`config.mk`:
```
export PLATFORM = sky130hd
export DESIGN_NAME = debounce_multi_flat
export DESIGN_NICKNAME = d
export VERILOG_FILES = /design/src/rtl/debounce_pkg.sv /design/src/rtl/debounce_multi_if.sv /design/src/rtl/debounce_chan.sv /design/src/rtl/debounce_multi.sv /design/src/flat_wrapper.sv
export SDC_FILE = /design/constraint.sdc
export NUM_CORES = 1
export LEC_CHECK = 0
export ABC_AREA = 1
export BUFFER_PORTS_ARGS = -buffer_cell sky130_fd_sc_hd__buf_2
export CAP_MARGIN = 20
export CORE_MARGIN = 4
export CORE_UTILIZATION = 55
export CTS_CLUSTER_DIAMETER = 100
export DETAILED_ROUTE_END_ITERATION = 10
export GPL_TIMING_DRIVEN = 0
export PLACE_DENSITY = 0.78
export SETUP_SLACK_MARGIN = 0.05
export SYNTH_ARGS = -nofsm -noshare
export SYNTH_HDL_FRONTEND = slang
export SYNTH_SLANG_ARGS = --single-unit
export TNS_END_PERCENT = 1
```
`constraint.sdc`:
```
create_clock -name hwclk -period 2.9 [get_ports hwclk]
set_clock_uncertainty 0.05 [all_clocks]
set_input_delay 0.145 -clock hwclk [delete_from_list [all_inputs] [get_ports hwclk]]
set_output_delay 0.145 -clock hwclk [all_outputs]
set_load 0.05 [all_outputs]
```
`src/rtl/debounce_pkg.sv`:
```
// Shared constants and width helper for the multi-channel debouncer.
//   PRESSED / RELEASED : normalised level encoding (1 = pressed)
//   clog2_max(a, b)    : counter width able to hold max(a, b)
package debounce_pkg;

  localparam logic PRESSED  = 1'b1;
  localparam logic RELEASED = 1'b0;

  // Bits needed to count from 0 up to max(a, b) without wrapping.
  function automatic int unsigned clog2_max(input int unsigned a, input int unsigned b);
    int unsigned m;
    m = (a > b) ? a : b;
    return 32'($clog2(m + 32'd1));
  endfunction

endpackage

```
`src/rtl/debounce_multi_if.sv`:
```
// Pin/event bundle between board pins, the debouncer and the control FSMs.
//   but_in      : raw asynchronous pins, one bit per channel
//   but_level   : debounced level, 1 = pressed
//   but_press   : one-cycle strobe on accepted press
//   but_release : one-cycle strobe on accepted release
//   long_press  : one-cycle strobe after a long accepted press
// master drives the pins and consumes events; slave is the debouncer.
interface debounce_multi_if #(
  parameter int unsigned N_CH = 4
);

  logic [N_CH-1:0] but_in;
  logic [N_CH-1:0] but_level;
  logic [N_CH-1:0] but_press;
  logic [N_CH-1:0] but_release;
  logic [N_CH-1:0] long_press;

  modport master (
    output but_in,
    input  but_level, but_press, but_release, long_press
  );

  modport slave (
    input  but_in,
    output but_level, but_press, but_release, long_press
  );

endinterface

```
`src/rtl/debounce_chan.sv`:
```
// Single-channel debouncer: 2-flop synchroniser, polarity normalisation,
// symmetric settle counter, debounced level, press/release strobes and an
// optional one-shot long-press strobe.
//   hwclk, rst  : clock, asynchronous active-high reset
//   pin         : raw asynchronous pin
//   level       : debounced level, 1 = pressed
//   press, rel  : one-cycle strobes on accepted press / release
//   long_press  : one-cycle strobe after HOLD_PERIOD cycles of accepted press
module debounce_chan
  import debounce_pkg::*;
#(
  parameter int unsigned DEBOUNCE_PERIOD = 120000,
  parameter int unsigned HOLD_PERIOD     = 0,
  parameter bit          ACTIVE_LOW      = 1'b1
) (
  input  logic hwclk,
  input  logic rst,
  input  logic pin,
  output logic level,
  output logic press,
  output logic rel,
  output logic long_press
);

  localparam int unsigned      CNT_W       = clog2_max(DEBOUNCE_PERIOD, HOLD_PERIOD);
  localparam logic             IDLE_PIN    = ACTIVE_LOW;
  localparam logic [CNT_W-1:0] SETTLE_LAST = CNT_W'(DEBOUNCE_PERIOD - 1);

  logic             s1;
  logic             s2;
  logic             norm;
  logic             settle_done;
  logic [CNT_W-1:0] cnt;

  // Synchroniser; resets to the inactive pin level so reset reads as released.
  always_ff @(posedge hwclk or posedge rst) begin
    if (rst) begin
      s1 <= IDLE_PIN;
      s2 <= IDLE_PIN;
    end else begin
      s1 <= pin;
      s2 <= s1;
    end
  end

  assign norm        = ACTIVE_LOW ? ~s2 : s2;
  // Last disagreeing cycle of a settle window: the level flips on this edge.
  assign settle_done = (norm != level) && (cnt == SETTLE_LAST);

  // Settle counter, level and edge strobes.
  always_ff @(posedge hwclk or posedge rst) begin
    if (rst) begin
      cnt   <= '0;
      level <= RELEASED;
      press <= 1'b0;
      rel   <= 1'b0;
    end else begin
      press <= 1'b0;
      rel   <= 1'b0;
      if (norm == level) begin
        cnt <= '0;
      end else if (cnt == SETTLE_LAST) begin
        cnt   <= '0;
        level <= norm;
        press <= (norm == PRESSED);
        rel   <= (norm == RELEASED);
      end else begin
        cnt <= cnt + CNT_W'(1);
      end
    end
  end

  if (HOLD_PERIOD > 0) begin : g_hold
    localparam logic [CNT_W-1:0] HOLD_LAST = CNT_W'(HOLD_PERIOD - 1);

    logic [CNT_W-1:0] hcnt;
    logic             fired;

    // Hold timer; a release accepted on the expiry edge suppresses the strobe.
    always_ff @(posedge hwclk or posedge rst) begin
      if (rst) begin
        hcnt       <= '0;
        fired      <= 1'b0;
        long_press <= 1'b0;
      end else begin
        long_press <= 1'b0;
        if ((level == RELEASED) || settle_done) begin
          hcnt  <= '0;
          fired <= 1'b0;
        end else if (!fired) begin
          if (hcnt == HOLD_LAST) begin
            long_press <= 1'b1;
            fired      <= 1'b1;
          end else begin
            hcnt <= hcnt + CNT_W'(1);
          end
        end
      end
    end
  end else begin : g_no_hold
    assign long_press = 1'b0;
  end

endmodule

```
`src/rtl/debounce_multi.sv`:
```
// N-channel push-button / switch debouncer; channels are fully independent.
//   hwclk, rst : clock, asynchronous active-high reset
//   bus        : slave side of debounce_multi_if (raw pins in, debounced
//                level and press/release/long-press strobes out)
module debounce_multi
  import debounce_pkg::*;
#(
  parameter int unsigned N_CH            = 4,
  parameter int unsigned DEBOUNCE_PERIOD = 120000,
  parameter int unsigned HOLD_PERIOD     = 0,
  parameter bit          ACTIVE_LOW      = 1'b1
) (
  input  logic            hwclk,
  input  logic            rst,
  debounce_multi_if.slave bus
);

  logic [N_CH-1:0] level_v;
  logic [N_CH-1:0] press_v;
  logic [N_CH-1:0] rel_v;
  logic [N_CH-1:0] long_v;

  // One debouncer per pin.
  for (genvar i = 0; i < N_CH; i++) begin : g_chan
    debounce_chan #(
      .DEBOUNCE_PERIOD (DEBOUNCE_PERIOD),
      .HOLD_PERIOD     (HOLD_PERIOD),
      .ACTIVE_LOW      (ACTIVE_LOW)
    ) u_chan (
      .hwclk      (hwclk),
      .rst        (rst),
      .pin        (bus.but_in[i]),
      .level      (level_v[i]),
      .press      (press_v[i]),
      .rel        (rel_v[i]),
      .long_press (long_v[i])
    );
  end

  assign bus.but_level   = level_v;
  assign bus.but_press   = press_v;
  assign bus.but_release = rel_v;
  assign bus.long_press  = long_v;

endmodule

```
`src/flat_wrapper.sv`:
```
// flat-port wrapper written by rule: the top's interface ports become plain ports
module debounce_multi_flat import debounce_pkg::*;
#(
  parameter int unsigned N_CH            = 4,
  parameter int unsigned DEBOUNCE_PERIOD = 120000,
  parameter int unsigned HOLD_PERIOD     = 0,
  parameter bit          ACTIVE_LOW      = 1'b1
)
  (hwclk, rst, bus_but_in, bus_but_level, bus_but_press, bus_but_release, bus_long_press);
  debounce_multi_if #(.N_CH(N_CH)) bus_i ();
  input  logic hwclk;
  input  logic rst;
  input wire logic [$bits(bus_i.but_in)-1:0] bus_but_in;
  output wire logic [$bits(bus_i.but_level)-1:0] bus_but_level;
  output wire logic [$bits(bus_i.but_press)-1:0] bus_but_press;
  output wire logic [$bits(bus_i.but_release)-1:0] bus_but_release;
  output wire logic [$bits(bus_i.long_press)-1:0] bus_long_press;
  assign bus_i.but_in = bus_but_in;
  assign bus_but_level = bus_i.but_level;
  assign bus_but_press = bus_i.but_press;
  assign bus_but_release = bus_i.but_release;
  assign bus_long_press = bus_i.long_press;
  debounce_multi #(.N_CH(N_CH), .DEBOUNCE_PERIOD(DEBOUNCE_PERIOD), .HOLD_PERIOD(HOLD_PERIOD), .ACTIVE_LOW(ACTIVE_LOW)) u_core (.hwclk(hwclk), .rst(rst), .bus(bus_i));
endmodule
```
==> summary.txt, run 1 <==
Run status
  • Status: finished clean

Synthesis
  • Netlist cell types: 31
  • Synth Area per Inst: slightly above 8 um2
  • Synth cell count leaders: 129 x nor2_1, 123 x nand2_1, 80 x dfrtp_1, 57 x inv_1, 37 x nand3_1
  • Post-synthesis sequential area ratio: roughly half
  • Yosys top cell by area: dfrtp_1
  • Synth Warn #: 0
  • Synth Cell Area: 0.00457 mm2
  • Top_reg_cell synth: dfrtp_1
  • FF+latch count, synth: 88
  • Cell count after synthesis: 561
  • Post-synth ARST share: 100%
  • Largest cells by area after synthesis: dfrtp_1 44%, nor2_1 11%, nand2_1 10%
  • Most common cell in the netlist: nor2_1
  • Area share of the largest cell type after synthesis: around 44%
  • Post-synth EDFFs: 0

Critical path
  • Critical-path top delay cell: dfstp_2
  • Reg2reg path depth: 5
  • CP Data Required Time: slightly above 3 ns
  • CP Max Fanout: 10
  • Reg2Reg Setup Slack: roughly 1.3 ns
  • RR Endpoint: u_core.g_chan[0].u_chan.cnt[12]
  • Crit path top cell by count: nor2_1
  • Worst setup path class: flop to flop
  • Reg2reg start: u_core.g_chan[0].u_chan.s2
  • Worst path max stage delay: roughly 0.56 ns
  • CP Buf/Inv Count: 1
  • Crit start category: flop
  • Cell family with most CP delay: simple AND/OR/NAND/NOR gates
  • Worst path cell trace: nor2_1 > nor2_1 > inv_1 > nand2_2 > nor2_1
  • Worst setup EP type: flop
  • Arrival @ worst endpoint: 1.79 ns

CTS
  • Root Buffer: clkbuf_8
  • CTS tree: yes
  • Setup Buffers After CTS: 0
  • Clock input transition at the sequential cells of the worst setup and hold paths: 0.08 ns
  • H-tree depth: 3
  • Max Buffers Root-to-Sink: 2
  • Clock latency on the worst-skew pair: approximately 0.35 ns
  • CTS Buf Count: 9
  • Clock sink total: just under 90

Flow run
  • Total of max-cap violations: 0

Placed design
  • Placer Congestion: ~0.94
  • DP Wirelength: 5.92 mm
  • IO buf count: 17

Global route
  • Global route overflow: 0
  • Initial antenna violation count: 0
  • M1 GR Usage: a little under a quarter
  • Largest net degree at the start of global routing: 70
  • Vias in the first global route: 3,511
  • Met2 usage: a little under a third
  • Global routing's busiest layer: met2
  • Tot GR Track Use: 18.3%
  • Grt met3 use: 5.33%
  • Global-route wire length before repair: roughly 15 mm

Power and ir drop
  • Max IR drop VDD: ~0.25 mV
  • Pwr/cell area: ~450 mW/mm2
  • Leakage: 0.00230 uW

Timing
  • Setup_tns: 0 ns
  • Slew margin rel.: about 66%
  • Max Slew Vio Count: 0
  • Final setup vio count: 0
  • RSZ-0062 raised after global routing: no
  • Final Hold Vio Count: 0
  • Worst-Margin Slew: 0.509 ns
  • Fmax: just over 0.6 GHz
  • Min Clock Period, post-route: ~1.6 ns
  • Tcrit/Tclk final: around 56%

Floorplan
  • Starting Density: between 50% and 60%
  • Core ar.: ~0.008 mm2
  • Die area: 0.00982 mm2
  • Rows: 32
  • Die Y: between 90 and 100 um
  • Die X: 99.1 um
  • Ports: 22

Cells and area
  • Area delta synth->final: 11.3%
  • Share of post-route cells with drive strength above 1: 14.1%
  • Final nets: around 610
  • Final core occ: about 64%
  • Ant diodes: 0

Route
  • TritonRoute pass-1 iters: 5
  • Via density: ~5.0
  • Routed Wire Length: about 8.3 mm
  • Residual DRC: 0
  • Detailed Route Iter0 Violations: around 150
  • Final ANT Viol Nets: 0
  • Routed via count: 3,516
  • DR WL/cell: roughly 12 um

Min path
  • Worst hold path class: input port to async pin
[logic make-up (layout without fill, tap and decap cells)]
logic type / count (synthesis) / after routing / share of synthesized area (%)
and+or+nand+nor: 344 / 344 / 34.3
adders and majority gates: 4 / 4 / 1.10
other: 1 / 4 / 0.0821
xor gates and xnor gates: 35 / 35 / 6.71
DFF: 88 / 88 / 48.5
buffers and inverters: 76 / 115 / 7.81
AOI/OAI and AO/OA: 13 / 13 / 1.53
[layout make-up]
class | count | area [um2]
inverter | 58 | 220
clock inverter | 3 | 65.1
fill | 647 | 2800
multi-input combinational | 400 | 2010
clock buffer | 13 | 149
tap | 102 | 128
buffer | 18 | 139
sequential | 88 | 2210
timing repair buffer | 23 | 163
[placed cells by master, fill, tap and decap left out, types with 4 or more instances in the layout]
| cell type | count |
|---|---|
| xor2_1 | 26 |
| clkbuf_8 | 10 |
| inv_1 | 56 |
| buf_4 | 17 |
| o21ai_0 | 7 |
| buf_2 | 17 |
| nor2_4 | 6 |
| nand4_1 | 10 |
| nand2_1 | 123 |
| xnor2_1 | 9 |
| and2_1 | 4 |
| nor3_1 | 9 |
| ha_1 | 4 |
| dfrtp_1 | 80 |
| nand2_2 | 4 |
| dfstp_2 | 8 |
| nand3_1 | 37 |
| conb_1 | 4 |
| nor2_2 | 7 |
| nand3_2 | 4 |
| dlygate4sd3_1 | 5 |
| nor2_1 | 129 |
[worst max-delay path by stage]
stage                                    from                         endpoint  slack [ns]  cells past startpoint
6_report           u_core.g_chan[0].u_chan.s2  u_core.g_chan[0].u_chan.cnt[12]        1.29                      5
5_1_grt        u_core.g_chan[2].u_chan.cnt[0]   u_core.g_chan[2].u_chan.cnt[3]        1.11                      7
4_1_cts            u_core.g_chan[0].u_chan.s2  u_core.g_chan[0].u_chan.cnt[12]        1.26                      5
3_5_place_dp       u_core.g_chan[0].u_chan.s2   u_core.g_chan[0].u_chan.cnt[7]        1.28                      5
3_3_place_gp                              rst    u_core.g_chan[2].u_chan.level       -0.54                      2
2_1_floorplan                             rst   u_core.g_chan[0].u_chan.cnt[0]        0.44                      1
[layer usage]
| layer | wire length [um] | up-vias |
|---|---|---|
| li1 | - | 1794 |
| met5 | 0 | - |
| met1 | 3690 | 1632 |
| met2 | 4070 | 69 |
| met3 | 395 | 21 |
| met4 | 136 | 0 |
[repair_timing]
action / CTS / global route
endpoints found under the setup margin: 0 / 0
hold buffers: 5 / 0
gates resized for setup: 0 / 0
endpoints found under the hold margin: 23 / 0
[state kept, by name, summed over array words and instances, names as in the netlist]
signal                      count
u_core.g_chan.u_chan.s2         4
u_core.g_chan.u_chan.press      4
u_core.g_chan.u_chan.s1         4
u_core.g_chan.u_chan.cnt       68
u_core.g_chan.u_chan.rel        4
u_core.g_chan.u_chan.level      4
[worst reg2reg max path, delay by kind of cell, from the launching register on]
| kind | cells | cell delay [ns] |
|---|---|---|
| AND/OR/NAND/NOR | 4 | 0.76 |
| buffers and inverters | 1 | 0.14 |
| flip-flops | 1 | 0.56 |
[stage by stage]
stage | power [uW] | std cells | setup slack (ns) | cell area [um2] | hold slack, ns
finish | 2280 | 705 | 1.29 | 5080 | 0.262
global placement | 1380 | 683 | -0.542 | 4790 | 0.200
CTS | 2310 | 705 | 1.26 | 5080 | 0.228
global route | 2380 | 705 | 1.11 | 5080 | 0.272
detailed placement | 1390 | 684 | 1.28 | 4820 | 0.0661
floorplan | 1360 | 564 | 0.440 | 4580 | 0.0995
[report_power, final]
group | internal (uW) | leakage (uW) | total, uW | switching, uW
clock network | 509 | 0.000108 | 914 | 405
registers | 1250 | 0.00119 | 1270 | 17.1
logic | 32.3 | 0.00100 | 102 | 69.5
total | 1790 | 0.00230 | 2280 | 492
(Power assumes the default switching activity.)
==> run 2: changes to the inputs <==
--- a/config.mk
+++ b/config.mk
@@ -5,7 +5,7 @@
 export SDC_FILE = /design/constraint.sdc
 export NUM_CORES = 1
 export LEC_CHECK = 0
-export ABC_AREA = 1
+export ABC_AREA = 0
 export BUFFER_PORTS_ARGS = -buffer_cell sky130_fd_sc_hd__buf_2
 export CAP_MARGIN = 20
 export CORE_MARGIN = 4
@@ -13,7 +13,7 @@
 export CTS_CLUSTER_DIAMETER = 100
 export DETAILED_ROUTE_END_ITERATION = 10
 export GPL_TIMING_DRIVEN = 0
-export PLACE_DENSITY = 0.78
+export PLACE_DENSITY = 0.81
 export SETUP_SLACK_MARGIN = 0.05
 export SYNTH_ARGS = -nofsm -noshare
 export SYNTH_HDL_FRONTEND = slang
==> constraint.sdc (replaced) <==
create_clock -name hwclk -period 1.4 [get_ports hwclk]
set_clock_uncertainty 0.05 [all_clocks]
set_input_delay 0.07 -clock hwclk [delete_from_list [all_inputs] [get_ports hwclk]]
set_output_delay 0.07 -clock hwclk [all_outputs]
set_load 0.05 [all_outputs]
==> run 2 against run 1 <==
Net effect: the flow now finishes with violations (setup timing); final cell count decreased by 20%; design area decreased by 2.1%; utilization increased by 3.8 points; critical path depth unchanged; die area decreased by 8.3%; critical endpoint is now u_core.g_chan[0].u_chan.cnt[15]; largest cell class unchanged.
==> summary.txt, run 2 <==
Power and ir drop
  • Pwr/cell area: 927 mW/mm2 (+110%)
  • Clock power frac: 36.5% (-3.6 points)
  • Reg power frac: 57.2% (+1.7 points)
  • Power Internal: 3540 uW (+98%)
  • Leakage: 0.00202 uW (-12%)
  • Combinational power share: 6.3% (+1.8 points)
  • Max IR drop VDD: 0.717 mV (+180%)
  • Switching part of the total power: 23.3% (+1.7 points)
  • Psw: 1070 uW (+120%)

Placed design
  • Cell Area, Placed: 0.00442 mm2 (-8.4%)
  • IO buf count: 17 (unchanged)
  • DP Wirelength: 5.23 mm (-12%)
  • Placed cells: 529 (-23%)
  • Placer Congestion: 0.878 (-6.5%)

Cells and area
  • Largest register FFs: 68 (unchanged)
  • Share of post-route cells with drive strength above 1: 24.5% (+10 points)
  • Final nets: 470 (-23%)
  • Top reg by flops: u_core.g_chan.u_chan.cnt
  • Final instance area: 0.00498 mm2 (-2.1%)
  • Area delta synth->final: 19.9%
  • Commonest cells after routing, fill and taps aside: 68 x dfrtp_1, 66 x nor2_1, 43 x xnor2_1, 27 x buf_4, 25 x nand3_1
  • Fillers: 541 (-16%)
  • Fin cells: 564 (-20%)
  • Commonest non-fill, non-tap cell in the layout: dfrtp_1
  • Ant diodes: 0 (unchanged)

Timing
  • Max Slew Vio Count: 0 (unchanged)
  • Final setup vio count: 79 (+79)
  • Hold_ws: 0.252 ns (-0.00984 ns)
  • Worst setup margin: -0.546 ns (-1.83 ns)
  • Tcrit/Tclk final: 139% (+83 points)
  • Worst-Margin Slew: 0.500 ns (-0.00905 ns)
  • RSZ-0062 raised after global routing: yes
  • Min Clock Period, post-route: 1.95 ns (+0.334 ns)
  • Fmax: 0.514 GHz (-17%)
  • Slew margin rel.: 66.4% (+0.49 points)
  • Final Hold Vio Count: 0 (unchanged)

CTS
  • Root Buffer: clkbuf_8
  • Clock input transition at the sequential cells of the worst setup and hold paths: 0.09 ns (about the same)
  • CTS Buf Count: 9 (unchanged)
  • CTS tree: yes
  • Max Buffers Root-to-Sink: 2 (unchanged)
  • Clock latency on the worst-skew pair: 0.35 ns (about the same)
  • H-tree depth: 3 (unchanged)
  • Clock sink total: 88 (unchanged)

Critical path
  • Worst setup path class: flop to flop
  • Crit start category: flop
  • Worst setup EP type: flop
  • CP Data Required Time: 1.63 ns (-1.45 ns)
  • CP Max Fanout: 5 (-5)
  • Arrival @ worst endpoint: 2.18 ns (+0.39 ns)

Floorplan
  • Die X: 94.9 um (-4.3%)
  • Die Y: 94.9 um (-4.3%)
  • Die area: 0.00901 mm2 (-8.3%)
  • Starting Density: 56.9% (-0.93 points)
  • Rows: 31 (-3.1%)
  • Ports: 22 (unchanged)
  • Core ar.: 0.00729 mm2 (-7.6%)

Synthesis
  • Post-synth EDFFs: 0 (unchanged)
  • Netlist cell types: 33 (+6.5%)
  • FF+latch count, synth: 88 (unchanged)
  • Synth Area per Inst: 10.2 um2 (+25%)
  • Yosys top cell by area: dfrtp_1
  • Most common cell in the netlist: dfrtp_1
  • Top_reg_cell synth: dfrtp_1
  • Cell count after synthesis: 408 (-27%)
  • Synth Warn #: 0 (unchanged)
  • Post-synth ARST share: 100% (unchanged)
  • Synth cell count leaders: 80 x dfrtp_1, 71 x nor2_1, 43 x xnor2_1, 27 x nand2_1, 26 x nand3_1
  • Post-synthesis sequential area ratio: 53.3% (+4.8 points)
  • Area share of the largest cell type after synthesis: 48.2% (+4.4 points)
  • Largest cells by area after synthesis: dfrtp_1 48%, xnor2_1 9.1%, nor2_1 6.4%
  • Synth Cell Area: 0.00415 mm2 (-9.0%)

Global route
  • Global-route wire length before repair: 14.0 mm (-5.8%)
  • Tot GR Track Use: 19.9% (+1.6 points)
  • Initial antenna violation count: 0 (unchanged)
  • Vias in the first global route: 3,021 (-14%)
  • Global route overflow: 0 (unchanged)
  • Largest net degree at the start of global routing: 40 (-43%)

Flow run
  • Total of max-cap violations: 0 (unchanged)

Run status
  • Failing checks: setup timing
  • Status: complete, but fails checks

Route
  • DR WL/cell: 15.6 um (+33%)
  • Final ANT Viol Nets: 0 (unchanged)
  • Routed via count: 3,145 (-11%)
  • Routed Wire Length: 8.80 mm (+6.1%)
  • Detailed Route Iter0 Violations: 151 (+2.7%)
  • Via density: 5.58 (+12%)
  • TritonRoute pass-1 iters: 5 (unchanged)
  • Residual DRC: 0 (unchanged)

Min path
  • Worst hold path class: input port to async pin
## run 2: cell count changes after synthesis, moves of 7 or more
cell     change
nor4_1      +15
xor2_1       -9
nor2_1      -58
nor3_1       +7
nand4_1     +13
nand2_1     -96
xnor2_1     +34
nor2_2       -7
nand3_1     -11
and3_1       +7
inv_1       -50
## run 2: power groups by stage
stage	clock (uW)	combinational, uW	sequential [uW]
after floorplan	0	152	2670
after global placement	0	190	2680
after detailed placement	0	210	2680
after CTS	1710	265	2630
after global routing	1820	318	2650
final	1680	291	2640
## run 2: repair_timing
action / in CTS / in global routing
cloned: 1 / 1
gates resized for setup: 33 / 28
buffers inserted: 11 / 2
endpoints found under the setup margin: 80 / 82
hold buffers: 5 / 0
hold endpoints to repair: 24 / 0
pin swaps: 34 / 12
## run 2: worst max-delay path, cell delays in order, from the launching register on
cell,delay (ns)
dfrtp_1,0.42
buf_4,0.16
nand3_2,0.14
or3_1,0.39
or4_1,0.57
a21oi_2,0.15
## run 2: per-stage QoR
step	TNS, ns	power (uW)	setup WS (ns)	util, %
2_1_floorplan	-26.05	2820	-0.536	-
3_3_place_gp	-63.06	2870	-0.789	60.0
3_5_place_dp	-43.52	2890	-0.769	60.6
4_1_cts	-26.91	4610	-0.537	66.7
5_1_grt	-32.91	4780	-0.570	68.3
6_report	-27.60	4620	-0.546	68.3
## run 2: cell type report
class	instances	area [um2]	area share, %
plain buffers	25	226	4.55
clock buffers	13	139	2.79
clock inverters	3	42.5	0.855
inverters	7	30.0	0.603
multi-input cells	290	1850	37.3
flip-flops and latches	88	2230	44.7
well taps	99	124	2.49
repair buffers	39	334	6.71
## run 2: logic make-up (layout without fill, tap and decap cells)
family          Yosys count  in the layout  share of synthesized area [%]
other cells               1              4                         0.0903
flops                    88             88                           53.3
xor+xnor                 60             60                           12.7
compound gates           12             12                           1.57
fa+ha+maj                 4              4                           1.21
buf+inv                  33             87                           5.09
simple gates            210            210                           26.1
## run 2: path summary, 6_finish.rpt
| path | start | to | slack, ns | cells past startpoint |
|---|---|---|---|---|
| setup / recovery | u_core.g_chan[0].u_chan.cnt[0] | u_core.g_chan[0].u_chan.cnt[15] | -0.55 | 5 |
| min in group hwclk | bus_but_in[0] | u_core.g_chan[0].u_chan.s1 | 0.31 | 2 |
| hold / removal | rst | u_core.g_chan[0].u_chan.cnt[14] | 0.25 | 3 |
| setup reg to reg | u_core.g_chan[0].u_chan.cnt[0] | u_core.g_chan[0].u_chan.cnt[15] | -0.55 | 5 |
| max in group asynchronous | rst | u_core.g_chan[1].u_chan.s2 | 0.20 | 5 |
| hold reg to reg | u_core.g_chan[1].u_chan.s1 | u_core.g_chan[1].u_chan.s2 | 0.31 | 0 |
## run 2: metal layers
| layer | track usage [%] | wire [um] | vias to the layer above |
|---|---|---|---|
| li1 | - | - | 1489 |
| met1 | 25.7 | 3680 | 1537 |
| met2 | 32.9 | 4490 | 97 |
| met3 | 5.18 | 446 | 22 |
| met4 | 6.37 | 180 | 0 |
| met5 | 0 | 0 | - |
==> run 3: changes to the inputs <==
--- a/config.mk
+++ b/config.mk
@@ -14,6 +14,7 @@
 export DETAILED_ROUTE_END_ITERATION = 10
 export GPL_TIMING_DRIVEN = 0
 export PLACE_DENSITY = 0.81
+export REMOVE_ABC_BUFFERS = 1
 export SETUP_SLACK_MARGIN = 0.05
 export SYNTH_ARGS = -nofsm -noshare
 export SYNTH_HDL_FRONTEND = slang
==> run 3 against run 2 <==
Net effect: utilization decreased by 5.0 points; die area stayed put; sequential power about the same; sequential cell count did not move; total power grew 4.5%; largest power group unchanged; clock power is 18% higher; non-clock buffer count fell by 40; design area down 7.3%; highest routed layer unchanged; critical path depth is 1 lower; maximum frequency grew 3.2%; the run still ends with setup timing left.
==> summary.txt, run 3 (synthesis results as in run 2) <==
Cells and area
  • Fillers: 590 (+9.1%)
  • Top reg by flops: u_core.g_chan.u_chan.cnt
  • Multi-input gate area: 0.00185 mm2 (-0.27%)
  • Final core occ: 63.3% (-5.0 points)
  • Commonest non-fill, non-tap cell in the layout: dfrtp_1
  • Ant diodes: 0 (unchanged)
  • Final nets: 430 (-8.5%)
  • Area delta synth->final: 11.1%
  • Final instance area: 0.00461 mm2 (-7.3%)
  • Commonest cells after routing, fill and taps aside: 77 x dfrtp_1, 70 x nor2_1, 43 x xnor2_1, 25 x nand2_1, 25 x nand3_1
  • Share of post-route cells with drive strength above 1: 15.3% (-9.2 points)
  • FF+latch area: 0.00222 mm2 (-0.51%)
  • Largest register FFs: 68 (unchanged)

Run status
  • Status: complete, but fails checks
  • Failing checks: setup timing

CTS
  • Clock sink total: 88 (unchanged)
  • Clock input transition at the sequential cells of the worst setup and hold paths: 0.09 ns (about the same)
  • Max Buffers Root-to-Sink: 2 (unchanged)
  • Root Buffer: clkbuf_8
  • H-tree depth: 3 (unchanged)
  • Clock latency on the worst-skew pair: 0.36 ns (about the same)
  • CTS tree: yes
  • CTS Buf Count: 9 (unchanged)

Floorplan
  • Ports: 22 (unchanged)
  • Die Y: 94.9 um (unchanged)
  • Core ar.: 0.00729 mm2 (unchanged)
  • Rows: 31 (unchanged)
  • Starting Density: 56.9% (unchanged)
  • Die area: 0.00901 mm2 (unchanged)
  • Die X: 94.9 um (unchanged)

Placed design
  • IO buf count: 17 (unchanged)
  • Placer Congestion: 0.812 (-7.5%)
  • DP Wirelength: 4.93 mm (-5.7%)
  • Cell Area, Placed: 0.00422 mm2 (-4.5%)

Route
  • Routed Wire Length: 7.65 mm (-13%)
  • Detailed Route Iter0 Violations: 146 (-3.3%)
  • Via density: 5.61 (+0.69%)
  • TritonRoute pass-1 iters: 6 (+1)
  • DR WL/cell: 14.6 um (-6.4%)
  • Residual DRC: 0 (unchanged)
  • Routed via count: 2,942 (-6.5%)
  • Final ANT Viol Nets: 0 (unchanged)

Critical path
  • Worst setup path class: flop to flop
  • Reg2Reg Setup Slack: -0.49 ns (+0.06 ns)
  • Arrival @ worst endpoint: 2.08 ns (-0.10 ns)
  • Worst setup EP type: flop
  • Crit start category: flop
  • CP Data Required Time: 1.59 ns (-0.04 ns)
  • CP Max Fanout: 16 (+11)

Min path
  • Worst hold path class: input port to async pin

Global route
  • Tot GR Track Use: 19.1% (-0.84 points)
  • Grt met3 use: 3.51% (-1.7 points)
  • Vias in the first global route: 2,975 (-1.5%)
  • Largest net degree at the start of global routing: 79 (+98%)
  • Global route overflow: 0 (unchanged)
  • Initial antenna violation count: 0 (unchanged)
  • Global-route wire length before repair: 13.3 mm (-4.8%)
  • M1 GR Usage: 24.3% (-1.4 points)
  • Met2 usage: 31.4% (-1.5 points)
  • Global routing's busiest layer: met2

Power and ir drop
  • Leakage: 0.00182 uW (-9.6%)
  • Psw: 1140 uW (+5.8%)
  • Combinational power share: 4.3% (-2.0 points)
  • Reg power frac: 54.7% (-2.5 points)
  • Tot Pwr: 4820 uW (+4.5%)
  • Switching part of the total power: 23.6% (+0.30 points)
  • Pwr/cell area: 1040 mW/mm2 (+13%)
  • Clock power frac: 41.0% (+4.5 points)
  • Power Internal: 3690 uW (+4.1%)
  • Max IR drop VDD: 0.802 mV (+12%)

Timing
  • Max Slew Vio Count: 0 (unchanged)
  • Fmax: 0.530 GHz (+3.2%)
  • Final Hold Vio Count: 0 (unchanged)
  • Setup_tns: -26.56 ns (+1.04 ns)
  • RSZ-0062 raised after global routing: yes
  • Tcrit/Tclk final: 135% (-4.3 points)
  • Worst setup margin: -0.485 ns (+0.0603 ns)
  • Final setup vio count: 80 (+1.3%)
  • Min Clock Period, post-route: 1.89 ns (-0.0603 ns)

Flow run
  • Total of max-cap violations: 0 (unchanged)
-- run 3: final timing paths --
check,start,end,depth (start not counted)
max,u_core.g_chan[3].u_chan.cnt[9],u_core.g_chan[3].u_chan.cnt[0],4
min,rst,u_core.g_chan[2].u_chan.cnt[13],3
max reg2reg,u_core.g_chan[3].u_chan.cnt[9],u_core.g_chan[3].u_chan.cnt[0],4
min reg2reg,u_core.g_chan[3].u_chan.s1,u_core.g_chan[3].u_chan.s2,0
max in group asynchronous,rst,u_core.g_chan[3].u_chan.s1,4
min in group hwclk,bus_but_in[0],u_core.g_chan[0].u_chan.s1,2
-- run 3: layout make-up --
type | instances | share of cell area [%]
Clock inverter | 7 | 2.22
Clock buffer | 9 | 2.68
Multi-Input combinational cell | 290 | 40.1
Timing Repair Buffer | 24 | 3.69
Inverter | 7 | 0.624
Sequential cell | 88 | 48.0
Tap cell | 99 | 2.68
-- run 3: worst max-delay path, stage by stage (launching register included) --
cell	delay (ns)
dfrtp_1	0.44
or4b_1	0.55
or4_4	0.51
nand2_8	0.16
nor2_1	0.06
-- run 3: power by group through the flow --
stage                     logic, uW  registers [uW]  clock network [uW]
after global placement          167            2680                   0
final                           207            2640                1980
after floorplan                 133            2670                   0
after global routing            234            2650                2100
after detailed placement        181            2680                   0
after CTS                       204            2640                2010
-- run 3: layer usage --
metal	share of wire, %	vias up	routed length (um)
li1	-	1416	-
met1	45	1421	3420
met2	49	79	3710
met3	4.0	26	307
met4	2.7	0	205
met5	0	-	0
-- run 3: what timing repair did --
action,4_1_cts,5_1_grt
hold endpoints to repair,84,0
endpoints found under the setup margin,80,80
pin swaps,24,8
hold buffers,5,0
setup buffers,1,0
resized for setup,18,8
-- run 3: per-stage QoR --
step	hold slack, ns	setup WS [ns]	cells
finish	0.102	-0.485	524
global route	0.128	-0.533	524
CTS	0.0970	-0.468	524
detailed placement	-0.0599	-0.767	502
global placement	0.126	-1.84	501
floorplan	0.0245	-0.985	385
